## src/rtl/mem_arbiter.sv

```systemverilog
// Arbitrates the single memory port between the i-fetch and load/store requesters.
// Tie-break: round-robin when MEM_ARB_ROUND_ROBIN_EN is defined, fixed d-priority otherwise.
`ifndef LEN_MEM_ADDR
`define LEN_MEM_ADDR 32
`endif
`ifndef LEN_WORD
`define LEN_WORD 32
`endif

module mem_arbiter #(
    parameter int unsigned ADDR_W = `LEN_MEM_ADDR,
    parameter int unsigned WORD_W = `LEN_WORD
) (
    input  logic              clk,
    input  logic              rst,
    input  logic              i_order,
    input  logic              i_io,
    input  logic [ADDR_W-1:0] i_address,
    input  logic [WORD_W-1:0] i_wdata,
    output logic              i_accepted,
    output logic              i_accessed,
    output logic [WORD_W-1:0] i_rdata,
    input  logic              d_order,
    input  logic              d_io,
    input  logic [ADDR_W-1:0] d_address,
    input  logic [WORD_W-1:0] d_wdata,
    output logic              d_accepted,
    output logic              d_accessed,
    output logic [WORD_W-1:0] d_rdata,
    output logic              mem_order,
    output logic              mem_io,
    output logic [ADDR_W-1:0] mem_address,
    output logic [WORD_W-1:0] mem_wdata,
    input  logic              mem_accepted,
    input  logic              mem_accessed,
    input  logic [WORD_W-1:0] mem_rdata
);

    typedef enum logic [1:0] {IDLE, ISSUE, WAIT, RESP} state_t;

    state_t              state;
    state_t              state_nx;
    logic                owner;          // 0 = i, 1 = d
    logic                io_q;
    logic [ADDR_W-1:0]   address_q;
    logic [WORD_W-1:0]   wdata_q;
    logic                last_grant;
    logic                any_order;
    logic                grant_d;
    logic                capture;

    always_comb begin
        any_order = i_order | d_order;
`ifdef MEM_ARB_ROUND_ROBIN_EN
        grant_d = (i_order & d_order) ? ~last_grant : d_order;
`else
        // last_grant is tracked but cannot change the fixed-priority outcome
        grant_d = d_order | (i_order & d_order & last_grant);
`endif
    end

    always_ff @(posedge clk or posedge rst) begin
        if (rst) begin
            state <= IDLE;
        end else begin
            state <= state_nx;
        end
    end

    always_comb begin
        state_nx   = state;
        i_accepted = 1'b0;
        d_accepted = 1'b0;
        i_accessed = 1'b0;
        d_accessed = 1'b0;
        mem_order  = 1'b0;
        capture    = 1'b0;
        unique case (state)
            IDLE: begin
                if (any_order && !rst) begin
                    i_accepted = ~grant_d;
                    d_accepted = grant_d;
                    state_nx   = ISSUE;
                end
            end
            ISSUE: begin
                mem_order = 1'b1;
                if (mem_accepted) begin
                    if (mem_accessed) begin
                        capture  = 1'b1;
                        state_nx = RESP;
                    end else begin
                        state_nx = WAIT;
                    end
                end
            end
            WAIT: begin
                if (mem_accessed) begin
                    capture  = 1'b1;
                    state_nx = RESP;
                end
            end
            RESP: begin
                i_accessed = ~owner;
                d_accessed = owner;
                state_nx   = IDLE;
            end
            default: state_nx = IDLE;
        endcase
    end

    always_ff @(posedge clk or posedge rst) begin
        if (rst) begin
            owner      <= 1'b0;
            io_q       <= 1'b0;
            address_q  <= '0;
            wdata_q    <= '0;
            last_grant <= 1'b1;
            i_rdata    <= '0;
            d_rdata    <= '0;
        end else begin
            if (state == IDLE && any_order) begin
                owner      <= grant_d;
                last_grant <= grant_d;
                io_q       <= grant_d ? d_io      : i_io;
                address_q  <= grant_d ? d_address : i_address;
                wdata_q    <= grant_d ? d_wdata   : i_wdata;
            end
            if (capture && !io_q) begin
                if (owner) begin
                    d_rdata <= mem_rdata;
                end else begin
                    i_rdata <= mem_rdata;
                end
            end
        end
    end

    assign mem_io      = io_q;
    assign mem_address = address_q;
    assign mem_wdata   = wdata_q;

endmodule

```

## config.mk

```make
export PLATFORM = sky130hd
export DESIGN_NAME = mem_arbiter
export DESIGN_NICKNAME = d
export VERILOG_FILES = /design/src/rtl/mem_arbiter.sv
export SDC_FILE = /design/constraint.sdc
export NUM_CORES = 1
export LEC_CHECK = 0
export BUFFER_PORTS_ARGS = -buffer_cell sky130_fd_sc_hd__clkbuf_2
export CELL_PAD_IN_SITES_DETAIL_PLACEMENT = 0
export CELL_PAD_IN_SITES_GLOBAL_PLACEMENT = 1
export CORE_ASPECT_RATIO = 2
export CORE_MARGIN = 2
export CORE_UTILIZATION = 37
export DETAILED_ROUTE_END_ITERATION = 8
export PLACE_DENSITY = 0.95
export SKIP_LAST_GASP = 1
export SLEW_MARGIN = 20
export SYNTH_ARGS = -nofsm -noshare
export SYNTH_HDL_FRONTEND = slang
export SYNTH_SLANG_ARGS = --single-unit
```

## constraint.sdc

```tcl
create_clock -name clk -period 12.8 [get_ports clk]
set_clock_uncertainty 0.05 [all_clocks]
set_input_delay 3.84 -clock clk [delete_from_list [all_inputs] [get_ports clk]]
set_output_delay 3.84 -clock clk [all_outputs]
set_load 0.01 [all_outputs]
```

After elaboration in Yosys (flattened, before gate mapping). Cells that the tools add are included.

Register bits: 133. Input bits: 168. Output and inout port bits: 134. Logic and storage cells: 47.

Equal/unequal tests: 6. Muxes and demuxes: 18. Bitwise gates (word level): 6. Reductions and logical operators: 9.

Operators with widths (count): $mux W32 (2); $mux W1 (11); $pmux W2 S4 (1); $mux W2 (3); $ne A2 B2 Y1 const B (3); $eq A2 B2 Y1 const B (2); $reduce_and A2 Y1 (2); $logic_and A1 B1 Y1 (3); $reduce_and A3 Y1 (1); $and A1 B1 Y1 (2); $eq A2 B1 Y1 const B (1); $logic_not A1 Y1 (2); $logic_not A2 Y1 (1); $not A1 Y1 (2); $or A1 B1 Y1 (2); $pmux W1 S2 (1).

Depth between registers and ports, before layout.
Word-level depth: 6. Gate-level depth with buffers: 8. Gate-level depth less buffers: 5.

Worst setup path after synthesis. No wires, ideal clock.

Kind: in2out. From: in rst. To: out d_accepted. Arrival time: 7.046 ns. Data required time: 8.910 ns. Setup slack: 1.864 ns. Cell stages on the path: 2. Path buffers: 0. Cell sequence: inv_1 -> and3_1.

Cells in the longest elaborated chain, start to end: 4.

RTL lines: from (decl) (line 15) `input logic rst,`; $logic_not A1 Y1 (no source line); $logic_and A1 B1 Y1 (line 80) `if (any_order && !rst) begin`; $mux W1 (line 80); $mux W1 (line 78) `unique case (state)`; to (decl) (line 27) `output logic d_accepted,`.

No other way between the ends.

Worst setup path after layout.
From: in d_order. To: out i_accepted.

Cells in the longest elaborated chain, start to end: 6. Elaborated cells between the ends (all ways): 8. Those cells by class: mux: 2; bitwise: 5; reduce/logical: 1.

RTL lines: from (decl) (line 23) `input logic d_order,`; $and A1 B1 Y1 (2 in series) (line 58) `grant_d = d_order | (i_order & d_order & last_grant);`; $or A1 B1 Y1 (line 58); $not A1 Y1 (line 81) `i_accepted = ~grant_d;`; $mux W1 * (line 80); $mux W1 * (line 78); to (decl) (line 20) `output logic i_accepted,`.

Mark *: on every way between the ends. The rest lies on a longest branch, timed or not.

==> summary.md <==
| Metric | Value |
|---|---|
| Bufs on Longest Clock Path | `2` |
| Crit path from | `d_order` |
| Asr flop ratio synth | `1.00` |
| First-pass GRT wire length | `23000 µm` |
| Slew headroom | `0.310` |
| Worst Max-Slew Pin Slew | `1.04 ns` |
| Vias in the first global route | `4484` |
| Syn Area/Cell | `12.8 µm²` |
| # fillers | `1410` |
| Pleak | `0.00440 µW` |
| Hold endpoint | `mem_wdata[4]` |
| Mapped Nets | `623` |
| Vias | `4426` |
| Setup Buffers After CTS | `0` |
| Layout area overhead | `39.5%` |
| Grt ovf | `0` |
| Die ar. | `16600 µm²` |
| DR WL/cell | `15.3 µm` |
| Cell Count, Final, Fillers Out | `958` |
| H-tree depth | `4` |
| Finished layout cell area | `8040 µm²` |
| Largest net degree at the start of global routing | `131` |
| Total GRT Usage | `0.178` |
| Worst-path clk slew | `0.06 ns` |
| Via density | `4.62` |
| MaxCap Viol Count | `0` |
| Yosys cell types | `28` |
| Port bufs | `301` |
| Clock latency at the later pin of the worst-skew pair | `0.40 ns` |
| GR met1 Demand/Resource | `0.200` |
| IO Count | `302` |
| CTS tree | `done` |
| Synth area leaders | `dfrtp_1 (57%), mux2i_1 (11%), mux2_4 (7.8%)` |
| Pre-antenna DRT Iters | `4` |
| RD Place Congestion | `0.867` |
| EDFF count, synth | `0` |
| Antenna Cells | `0` |
| Slowest stage cell on the critical path | `buf_4` |
| Post-layout min period | `9.09 ns` |
| GR peak layer | `met2` |
| Area leader, netlist | `dfrtp_1` |
| Die Span X | `92.2 µm` |
| Peak supply drop | `212 µV` |
| Pwr dens | `243 nW/µm²` |
| Main flop type after synthesis | `dfrtp_1` |
| Tcrit/Tclk final | `0.710` |
| Area of the mapped netlist | `5760 µm²` |
| Most instantiated cells after synthesis | `dfrtp_1 (132), nand2_1 (67), mux2i_1 (66), o21ai_0 (66), mux2_2 (35)` |
| Slowest stage delay, CP | `0.60 ns` |
| Core Box Area | `15300 µm²` |
| Setup TNS | `0 ns` |
| Worst reg2reg setup slack | `10.56 ns` |
| Post-Route WL | `14600 µm` |
| #FFs+latches synth | `132` |
| Setup Viol. Count Final | `0` |
| Initial core utilization | `0.377` |
| Most used cell, CP | `buf_4` |
| Placed cell area | `7400 µm²` |
| YS warnings | `0` |
| Storage cell area | `3300 µm²` |
| Fmax | `0.110 GHz` |
| Post-synthesis sequential area ratio | `0.573` |
| Root Buffer | `clkbuf_16` |
| Initial DRC count | `79` |
| Hold crit path type | `register to register` |
| Met2 Track Usage GR | `0.317` |
| Met3 usage in global routing | `0.0364` |
| Critical path arrival | `5.20 ns` |
| Cell count of the worst hold path | `2` |
| Critical-path maximum fanout | `39` |
| WS Path Type | `primary input to output pin` |
| Area of the multi-input gates | `2280 µm²` |
| Final max-slew violation count | `0` |
| Status | `finished clean` |
| Cell with the most instances after synthesis | `dfrtp_1` |
| Die height | `180 µm` |
| Crit path launch type | `primary input` |
| Crit path cell chain | `buf_4 -> buf_4 -> nor3_1 -> clkbuf_2` |
| R2R Path Start | `state[1]` |
| Inst Count DP | `925` |
| Final Hold Viols | `0` |
| Dpl hpwl | `11400 µm` |
| Num CTS Buffers | `17` |
| Hold Buf Count CTS | `0` |
| RSZ-0062 raised after global routing | `false` |
| Worst EP required | `8.91 ns` |
| DRC | `0` |
| Critical hold path startpoint | `mem_wdata[4]` |
| CP Capture Type | `output pin` |
| Cell count after synthesis | `451` |
| Row count | `64` |
| Final net count | `919` |
| Area fraction of the dominant cell type after synthesis | `0.573` |
| CTS sink count | `132` |
| Antenna Nets Post-Route | `0` |
| Post-CTS sizing | `0` |
| Depth of the most critical reg-to-reg path | `5` |
| R2r endpoint | `i_rdata[26]` |
| Initial antenna violation count | `0` |
| Layout cell share with drive strength beyond 1 | `0.538` |
-- worst max path at each step --
stage | end | depth (start not counted)
finish | i_accepted | 4
global route | i_accepted | 4
CTS | i_accepted | 4
detailed placement | i_accepted | 4
global placement | i_accepted | 4
floorplan | d_accepted | 2
-- metrics by stage --
| stage | utilization | power (µW) | setup WS, ns | hold slack (ns) |
|---|---|---|---|---|
| after global placement | 0.484 | 1450 | 3.72 | 0.411 |
| final | 0.525 | 1950 | 3.71 | 0.426 |
| after floorplan | - | 1160 | 1.86 | 0.465 |
| after CTS | 0.524 | 1990 | 3.71 | 0.433 |
| after detailed placement | 0.484 | 1480 | 3.72 | 0.420 |
| after global routing | 0.525 | 2090 | 3.62 | 0.454 |
-- area by class of cell --
cell class / instances / area share
Tap cell: 198 / 0.0308
Inverter: 5 / 0.00265
Multi-Input combinational cell: 284 / 0.284
Sequential cell: 132 / 0.411
Clock buffer: 17 / 0.0529
Timing Repair Buffer: 307 / 0.196
Clock inverter: 15 / 0.0227
-- state kept, by name, indices dropped and copies added (netlist names) --
| name | count |
|---|---|
| mem_io | 1 |
| mem_wdata | 32 |
| owner | 1 |
| d_rdata | 32 |
| state | 2 |
| i_rdata | 32 |
| mem_address | 32 |
-- power breakdown --
part           internal [µW]  leakage [µW]  switching [µW]  total [µW]
clock network            296      0.000291             199         495
logic                    345       0.00248             379         725
registers                621       0.00163             113         734
-- logic make-up (layout without fill, tap and decap cells) --
| logic type | count (synthesis) | after routing | share of synthesized area |
|---|---|---|---|
| compound gates | 72 | 72 | 0.0660 |
| fa+ha+maj | 4 | 4 | 0.00869 |
| buf+inv | 35 | 344 | 0.0341 |
| flops | 132 | 132 | 0.573 |
| mux | 131 | 131 | 0.261 |
| simple gates | 77 | 77 | 0.0567 |
-- routing by layer --
| metal | wire [µm] | up-vias |
|---|---|---|
| met1 | 5580 | 2070 |
| met4 | 422 | 0 |
| li1 | - | 2160 |
| met2 | 7950 | 171 |
| met5 | 0 | - |
| met3 | 695 | 25 |
-- layout by cell type (no fill, tap or decap), drive strengths merged --
cell,synthesis,final
clkbuf,15,317
o21ai,66,66
and3,1,1
a21oi,2,2
buf,15,7
a32o,1,1
o21bai,1,1
nor2b,1,1
a222oi,1,1
nor4b,1,1
nand2b,2,2
nor3,1,1
ha,4,4
clkinvlp,0,3
mux2,65,65
mux2i,66,66
inv,5,15
or2b,1,1
and2,1,1
nand3,1,1
nand2,67,67
dfrtp,132,132
bufinv,0,2
or4,1,1
a22o,1,1
-- worst max-delay path, delay by kind of cell --
| kind | cells | cell delay, ns |
|---|---|---|
| buffers and inverters | 3 | 1.19 |
| AND/OR/NAND/NOR | 1 | 0.14 |
Power figures use the tool's default switching activity.
